--- config.mk ---
export PLATFORM = sky130hd
export DESIGN_NAME = selectable_output_xfade_flat
export DESIGN_NICKNAME = d
export VERILOG_FILES = /design/src/rtl/selectable_output_xfade_pkg.sv /design/src/rtl/selectable_output_xfade_if.sv /design/src/rtl/selectable_output_xfade_fade_interp.sv /design/src/rtl/selectable_output_xfade.sv /design/src/flat_wrapper.sv
export SDC_FILE = /design/constraint.sdc
export NUM_CORES = 1
export LEC_CHECK = 0
export CORE_AREA = 3 3 138 206
export DETAILED_ROUTE_END_ITERATION = 8
export DIE_AREA = 0 0 141 209
export DONT_BUFFER_PORTS = 1
export PLACE_DENSITY_LB_ADDON = 0.12
export SLEW_MARGIN = 20
export SYNTH_ARGS = -nofsm -noshare
export SYNTH_HDL_FRONTEND = slang
export SYNTH_SLANG_ARGS = --single-unit
--- constraint.sdc ---
create_clock -name clk -period 12.74 [get_ports clk]
set_clock_uncertainty 0.1 [all_clocks]
set_input_delay 2.548 -clock clk [delete_from_list [all_inputs] [get_ports clk]]
set_output_delay 2.548 -clock clk [all_outputs]
set_load 0.02 [all_outputs]
--- src/rtl/selectable_output_xfade_pkg.sv ---
// Shared types and helpers for the selectable output crossfade block.
package selectable_output_pkg;

  typedef enum logic {
    IDLE = 1'b0,
    FADE = 1'b1
  } state_t;

  // Select width large enough to address every channel plus the hold code.
  function automatic int sel_width(input int n_ch);
    return $clog2(n_ch + 1);
  endfunction

  // The all-ones select code never addresses a channel and always means hold.
  function automatic int hold_code(input int sel_w);
    return (1 << sel_w) - 1;
  endfunction

endpackage

--- src/rtl/selectable_output_xfade_if.sv ---
// Bundles the select request, channel bus and output status of one output selector.
interface selectable_output_xfade_if
  import selectable_output_pkg::*;
#(
  parameter int N_CH  = 15,
  parameter int W     = 16,
  parameter int SEL_W = sel_width(N_CH)
);

  logic [SEL_W-1:0]    sel;
  logic [N_CH*W-1:0]   in_bus;
  logic signed [W-1:0] out;
  logic [SEL_W-1:0]    cur_sel;
  logic                busy;

  modport master (
    output sel,
    output in_bus,
    input  out,
    input  cur_sel,
    input  busy
  );

  modport slave (
    input  sel,
    input  in_bus,
    output out,
    output cur_sel,
    output busy
  );

endinterface

--- src/rtl/selectable_output_xfade_fade_interp.sv ---
// Combinational linear interpolation a + floor((b-a)*k / 2^RAMP_LOG2).
module fade_interp #(
  parameter int W         = 16,
  parameter int RAMP_LOG2 = 6
) (
  input  logic signed [W-1:0]   a,
  input  logic signed [W-1:0]   b,
  input  logic [RAMP_LOG2:0]    k,
  output logic signed [W-1:0]   y
);

  localparam int PW = W + 2 + RAMP_LOG2;

  // The result stays between a and b for 0 <= k <= 2^RAMP_LOG2, so plain
  // truncation back to W bits never wraps.
  function automatic logic signed [W-1:0] lerp(
    input logic signed [W-1:0]  fa,
    input logic signed [W-1:0]  fb,
    input logic [RAMP_LOG2:0]   fk
  );
    logic signed [W:0]    diff;
    logic signed [PW-1:0] prod;
    diff = (W+1)'(fb) - (W+1)'(fa);
    prod = PW'(diff) * $signed(PW'(fk));
    return W'(PW'(fa) + (prod >>> RAMP_LOG2));
  endfunction

  assign y = lerp(a, b, k);

endmodule

--- src/rtl/selectable_output_xfade.sv ---
// N:1 signed output selector that crossfades linearly between channels on a select change.
module selectable_output_xfade
  import selectable_output_pkg::*;
#(
  parameter int N_CH      = 15,
  parameter int W         = 16,
  parameter int SEL_W     = sel_width(N_CH),
  parameter int RAMP_LOG2 = 6
) (
  input logic clk,
  input logic rst_n,
  selectable_output_xfade_if.slave bus
);

  localparam logic [SEL_W-1:0]     HOLD    = SEL_W'(hold_code(SEL_W));
  localparam logic [SEL_W-1:0]     N_CH_S  = SEL_W'(N_CH);
  localparam int unsigned          K_END_I = 1 << RAMP_LOG2;
  localparam logic [RAMP_LOG2:0]   K_END   = K_END_I[RAMP_LOG2:0];
  localparam logic [RAMP_LOG2:0]   K_ONE   = (RAMP_LOG2+1)'(1);

  // Channel decode; unused codes read as zero so every select value is in range.
  logic signed [W-1:0] ch [2**SEL_W];
  for (genvar i = 0; i < 2**SEL_W; i++) begin : g_ch
    if (i < N_CH) begin : g_live
      assign ch[i] = bus.in_bus[i*W +: W];
    end else begin : g_none
      assign ch[i] = '0;
    end
  end

  state_t              state, state_n;
  logic [SEL_W-1:0]    prev, prev_n;
  logic [SEL_W-1:0]    cur_sel, cur_n;
  logic [RAMP_LOG2:0]  k, k_n;
  logic [SEL_W-1:0]    pend, pend_n;
  logic                pend_v, pend_v_n;
  logic                busy, busy_n;
  logic signed [W-1:0] out_p1, out_n;
  logic signed [W-1:0] fade_y;
  logic                req_ok;

  fade_interp #(
    .W         (W),
    .RAMP_LOG2 (RAMP_LOG2)
  ) u_interp (
    .a (ch[prev]),
    .b (ch[cur_sel]),
    .k (k),
    .y (fade_y)
  );

  assign req_ok = (bus.sel != HOLD) && (bus.sel < N_CH_S) && (bus.sel != cur_sel);

  // Next-state, pending-request and output-sample selection.
  always_comb begin
    state_n  = state;
    prev_n   = prev;
    cur_n    = cur_sel;
    k_n      = k;
    pend_n   = pend;
    pend_v_n = pend_v;
    busy_n   = busy;
    out_n    = ch[cur_sel];
    case (state)
      IDLE: begin
        if (req_ok) begin
          cur_n = bus.sel;
          if (RAMP_LOG2 != 0) begin
            prev_n  = cur_sel;
            k_n     = K_ONE;
            busy_n  = 1'b1;
            state_n = FADE;
          end
        end
      end
      FADE: begin
        if (k == K_END) begin
          // Final step lands exactly on the target; chain a queued request if any.
          out_n = ch[cur_sel];
          if (pend_v && (pend != cur_sel)) begin
            prev_n   = cur_sel;
            cur_n    = pend;
            k_n      = K_ONE;
            pend_v_n = 1'b0;
          end else begin
            state_n  = IDLE;
            busy_n   = 1'b0;
            pend_v_n = 1'b0;
          end
        end else begin
          out_n = fade_y;
          k_n   = k + K_ONE;
          if (req_ok) begin
            pend_n   = bus.sel;
            pend_v_n = 1'b1;
          end
        end
      end
      default: state_n = IDLE;
    endcase
  end

  // ---- stage p1: state and output register ----
  always_ff @(posedge clk or negedge rst_n) begin
    if (!rst_n) begin
      state   <= IDLE;
      prev    <= '0;
      cur_sel <= '0;
      k       <= '0;
      pend    <= '0;
      pend_v  <= 1'b0;
      busy    <= 1'b0;
      out_p1  <= '0;
    end else begin
      state   <= state_n;
      prev    <= prev_n;
      cur_sel <= cur_n;
      k       <= k_n;
      pend    <= pend_n;
      pend_v  <= pend_v_n;
      busy    <= busy_n;
      out_p1  <= out_n;
    end
  end

  assign bus.out     = out_p1;
  assign bus.cur_sel = cur_sel;
  assign bus.busy    = busy;

endmodule

--- src/flat_wrapper.sv ---
// flat-port wrapper written by rule: the top's interface ports become plain ports
module selectable_output_xfade_flat import selectable_output_pkg::*;
#(
  parameter int N_CH      = 15,
  parameter int W         = 16,
  parameter int SEL_W     = sel_width(N_CH),
  parameter int RAMP_LOG2 = 6
)
  (clk, rst_n, bus_sel, bus_in_bus, bus_out, bus_cur_sel, bus_busy);
  selectable_output_xfade_if #(.N_CH(N_CH), .W(W), .SEL_W(SEL_W)) bus_i ();
  input logic clk;
  input logic rst_n;
  input wire logic [$bits(bus_i.sel)-1:0] bus_sel;
  input wire logic [$bits(bus_i.in_bus)-1:0] bus_in_bus;
  output wire logic [$bits(bus_i.out)-1:0] bus_out;
  output wire logic [$bits(bus_i.cur_sel)-1:0] bus_cur_sel;
  output wire logic [$bits(bus_i.busy)-1:0] bus_busy;
  assign bus_i.sel = bus_sel;
  assign bus_i.in_bus = bus_in_bus;
  assign bus_out = bus_i.out;
  assign bus_cur_sel = bus_i.cur_sel;
  assign bus_busy = bus_i.busy;
  selectable_output_xfade #(.N_CH(N_CH), .W(W), .SEL_W(SEL_W), .RAMP_LOG2(RAMP_LOG2)) u_core (.clk(clk), .rst_n(rst_n), .bus(bus_i));
endmodule
==> impl_metrics.yaml <==
yosys:
  synthTopCellsByArea: "mux4_2 24%, fa_1 16%, dfrtp_1 8.9%"
  synth_area_um2: 10600
  synth_cell_types: 56
  yosysTopAreaCell: "mux4_2"
  synth_top_area_share_pct: 23.5
  dominantRegCellSynth: "dfrtp_1"
  synth_cells: 1109
  synth_most_common_cell: "inv_1"
  synth-seq-cells: 38
  synth.avg_cell_area_um2: 9.59
  ys_warn_count: 0
  synthTopCellsByCount: "140 x inv_1, 111 x mux4_2, 89 x and2_1"
  async_flop_share_pct: 100
  synth_edf_count: 0
  seq_area_frac_synth_pct: 8.94
  syn_nets: 1513
cts:
  cts_root_buffer: "clkbuf_16"
  cts-buffers-inserted: 5
  cts-htree-levels: 2
  cts_tree: "yes"
  post_cts_buffers: 0
  clkSlewWorstSetupHoldPaths_ns: 0.07
  clock_sinks: 38
  cts_buffer_depth: 2
  insertion_delay_ns: 0.31
  cts_hold_buf: 0
  cts_resized: 0
sta:
  slew_headroom_pct: 34.0
  fmax_mhz: 86.2
  finalCriticalPeriod_ns: 11.60
  hold_viol: 0
  setup-violations-final: 0
  rsz0062_at_grt: "no"
  tns_ns: 0
  fin_crit_sh_pct: 91.1
  tightest_slew_ns: 0.990
  slew_violations: 0
drt:
  drc: 0
  num_vias: 8339
  drtIter0Drc: 360
  top_layer_used: "met5"
  wl_met2_um: 18600
  dr_wl_met3_um: 1930
  dr.pass1.iters: 5
  wire_per_inst_um: 23.9
  wl_um: 33600
  met1_length_um: 12200
  viasPerCell: 5.95
  antenna_left: 0
grt:
  overflow: 0
  antenna_found_initial: 4
  grt_max_degree: 61
  grt_usage_pct: 23.0
  grt_pass1_wl_um: 52600
  grt_pass1_vias: 9320
worst_setup_path:
  critPathCaptureType: "flip-flop"
  critPathMaxFanout: 7
  ff2ff_path_depth: 35
  criticalPathCategory: "primary input to flip-flop"
  startpoint_type: "primary input"
  critical_path.most_common_cell: "fa_1"
  cp.arrival_ns: 11.72
  slowest_delay_ns: 0.56
  slowest_stage: "a311oi_1"
  r2r_end: "u_core.bus.out[15]$_DFF_PN0_"
  cp.required_ns: 12.85
  reg2reg_slack_ns: 2.06
  timing.rr.start: "u_core.bus.cur_sel[0]$_DFFE_PN0P_"
  path_buf_inv: 3
  cpLargestDelayFamily: "compound AO/OA/AOI/OAI gates"
finish:
  final_layout_size_suffix_gt1_share_pct: 14.5
  layout.nets: 1464
  stdcell_area_um2: 11100
  syn_to_final_growth_pct: 3.97
placed_design:
  place_area_um2: 10900
  gp_congestion: 0.857
  io_buffers: 0
  dp_hpwl_um: 27700
min_path:
  hold_path_class: "flip-flop to flip-flop"
  min_to: "u_core.pend[3]$_DFFE_PN0P_"
  hold_depth: 1
  min_from: "u_core.pend[3]$_DFFE_PN0P_"
die:
  start_util_pct: 39.7
  ioPinCount: 267
  die_h_um: 209
  die-area_um2: 29500
  die_width_um: 141
  rows: 73
  core-area_um2: 26800
run:
  maxCapViolCount: 0
run_status:
  status: "complete, no violations"
-- layout make-up --
class	count	area [µm²]
diodes	4	10.0
clock buffers	6	139
clock inverters	2	12.5
fillers	2676	15700
inverters	140	526
multi-input cells	863	8890
flip-flops and latches	38	966
well taps	337	422
repair buffers	12	90.1
-- kinds of logic (layout without fill, tap and decap cells) --
kind of cell / after synthesis / in the layout / share of synthesized area (%)
xor+xnor: 56 / 56 / 4.61
fa+ha+maj: 158 / 158 / 24.4
compound gates: 190 / 190 / 11.5
other cells: 0 / 4 / 0
buf+inv: 208 / 160 / 7.47
mux: 163 / 163 / 28.7
simple gates: 296 / 296 / 14.4
flops: 38 / 38 / 8.94
-- how the worst max path moves through the flow --
stage | start | endpoint | slack (ns) | depth (start not counted)
detailed placement | bus_in_bus[49] | u_core.bus.out[15]$_DFF_PN0_ | 0.82 | 37
finish | bus_in_bus[49] | u_core.bus.out[15]$_DFF_PN0_ | 1.14 | 37
global route | bus_in_bus[49] | u_core.bus.out[15]$_DFF_PN0_ | 0.56 | 37
floorplan | bus_in_bus[113] | u_core.bus.out[15]$_DFF_PN0_ | 2.03 | 34
global placement | bus_in_bus[49] | u_core.bus.out[15]$_DFF_PN0_ | 0.89 | 37
CTS | bus_in_bus[49] | u_core.bus.out[15]$_DFF_PN0_ | 1.10 | 37
-- per-stage QoR --
step                utilization [%]  setup slack [ns]  cells  hold WS (ns)
global route                   41.3             0.558   1402         0.473
floorplan                         -              2.03   1109         0.393
CTS                            41.3              1.10   1398         0.458
global placement               40.7             0.888   1390         0.416
detailed placement             40.7             0.815   1390         0.443
finish                         41.3              1.14   1402         0.455
-- cell usage in the layout, fill, tap and decap left out, drive strengths merged, types with 2 or more instances in the layout --
master | netlist | routed
a311oi | 2 | 2
mux4 | 112 | 112
o2111a | 2 | 2
o21ai | 59 | 59
mux2i | 41 | 41
or2 | 4 | 4
o31ai | 6 | 6
dfrtp | 38 | 38
inv | 140 | 140
a31oi | 4 | 4
mux2 | 10 | 10
nand3 | 11 | 11
buf | 21 | 12
o41ai | 2 | 2
o211ai | 16 | 16
nor3 | 6 | 6
nand2b | 9 | 9
nand4 | 3 | 3
nand2 | 81 | 81
ha | 75 | 75
diode | 0 | 4
o21bai | 6 | 6
a22o | 2 | 2
fa | 83 | 83
and3 | 5 | 5
and2 | 90 | 90
o21a | 7 | 7
a211oi | 18 | 18
or3 | 9 | 9
a21oi | 35 | 35
a21o | 23 | 23
xor2 | 21 | 21
xnor2 | 35 | 35
clkbuf | 47 | 6
nor2b | 29 | 29
nor2 | 44 | 44
-- per-layer routing --
layer | vias up | GRT usage (%)
li1 | 3810 | -
met1 | 4227 | 26.3
met2 | 267 | 43.1
met3 | 33 | 4.01
met4 | 2 | 7.39
met5 | - | 0
-- sequential cells by signal, summed over array words and instances (netlist names) --
name,count
u_core.bus.busy,1
u_core.bus.cur_sel,4
u_core.bus.out,16
u_core.k,7
u_core.pend,4
u_core.pend_v,1
u_core.prev,4
u_core.state,1
Power is not shown: default switching activity piles up to over one toggle a cycle in this logic, so the estimate is an artifact.
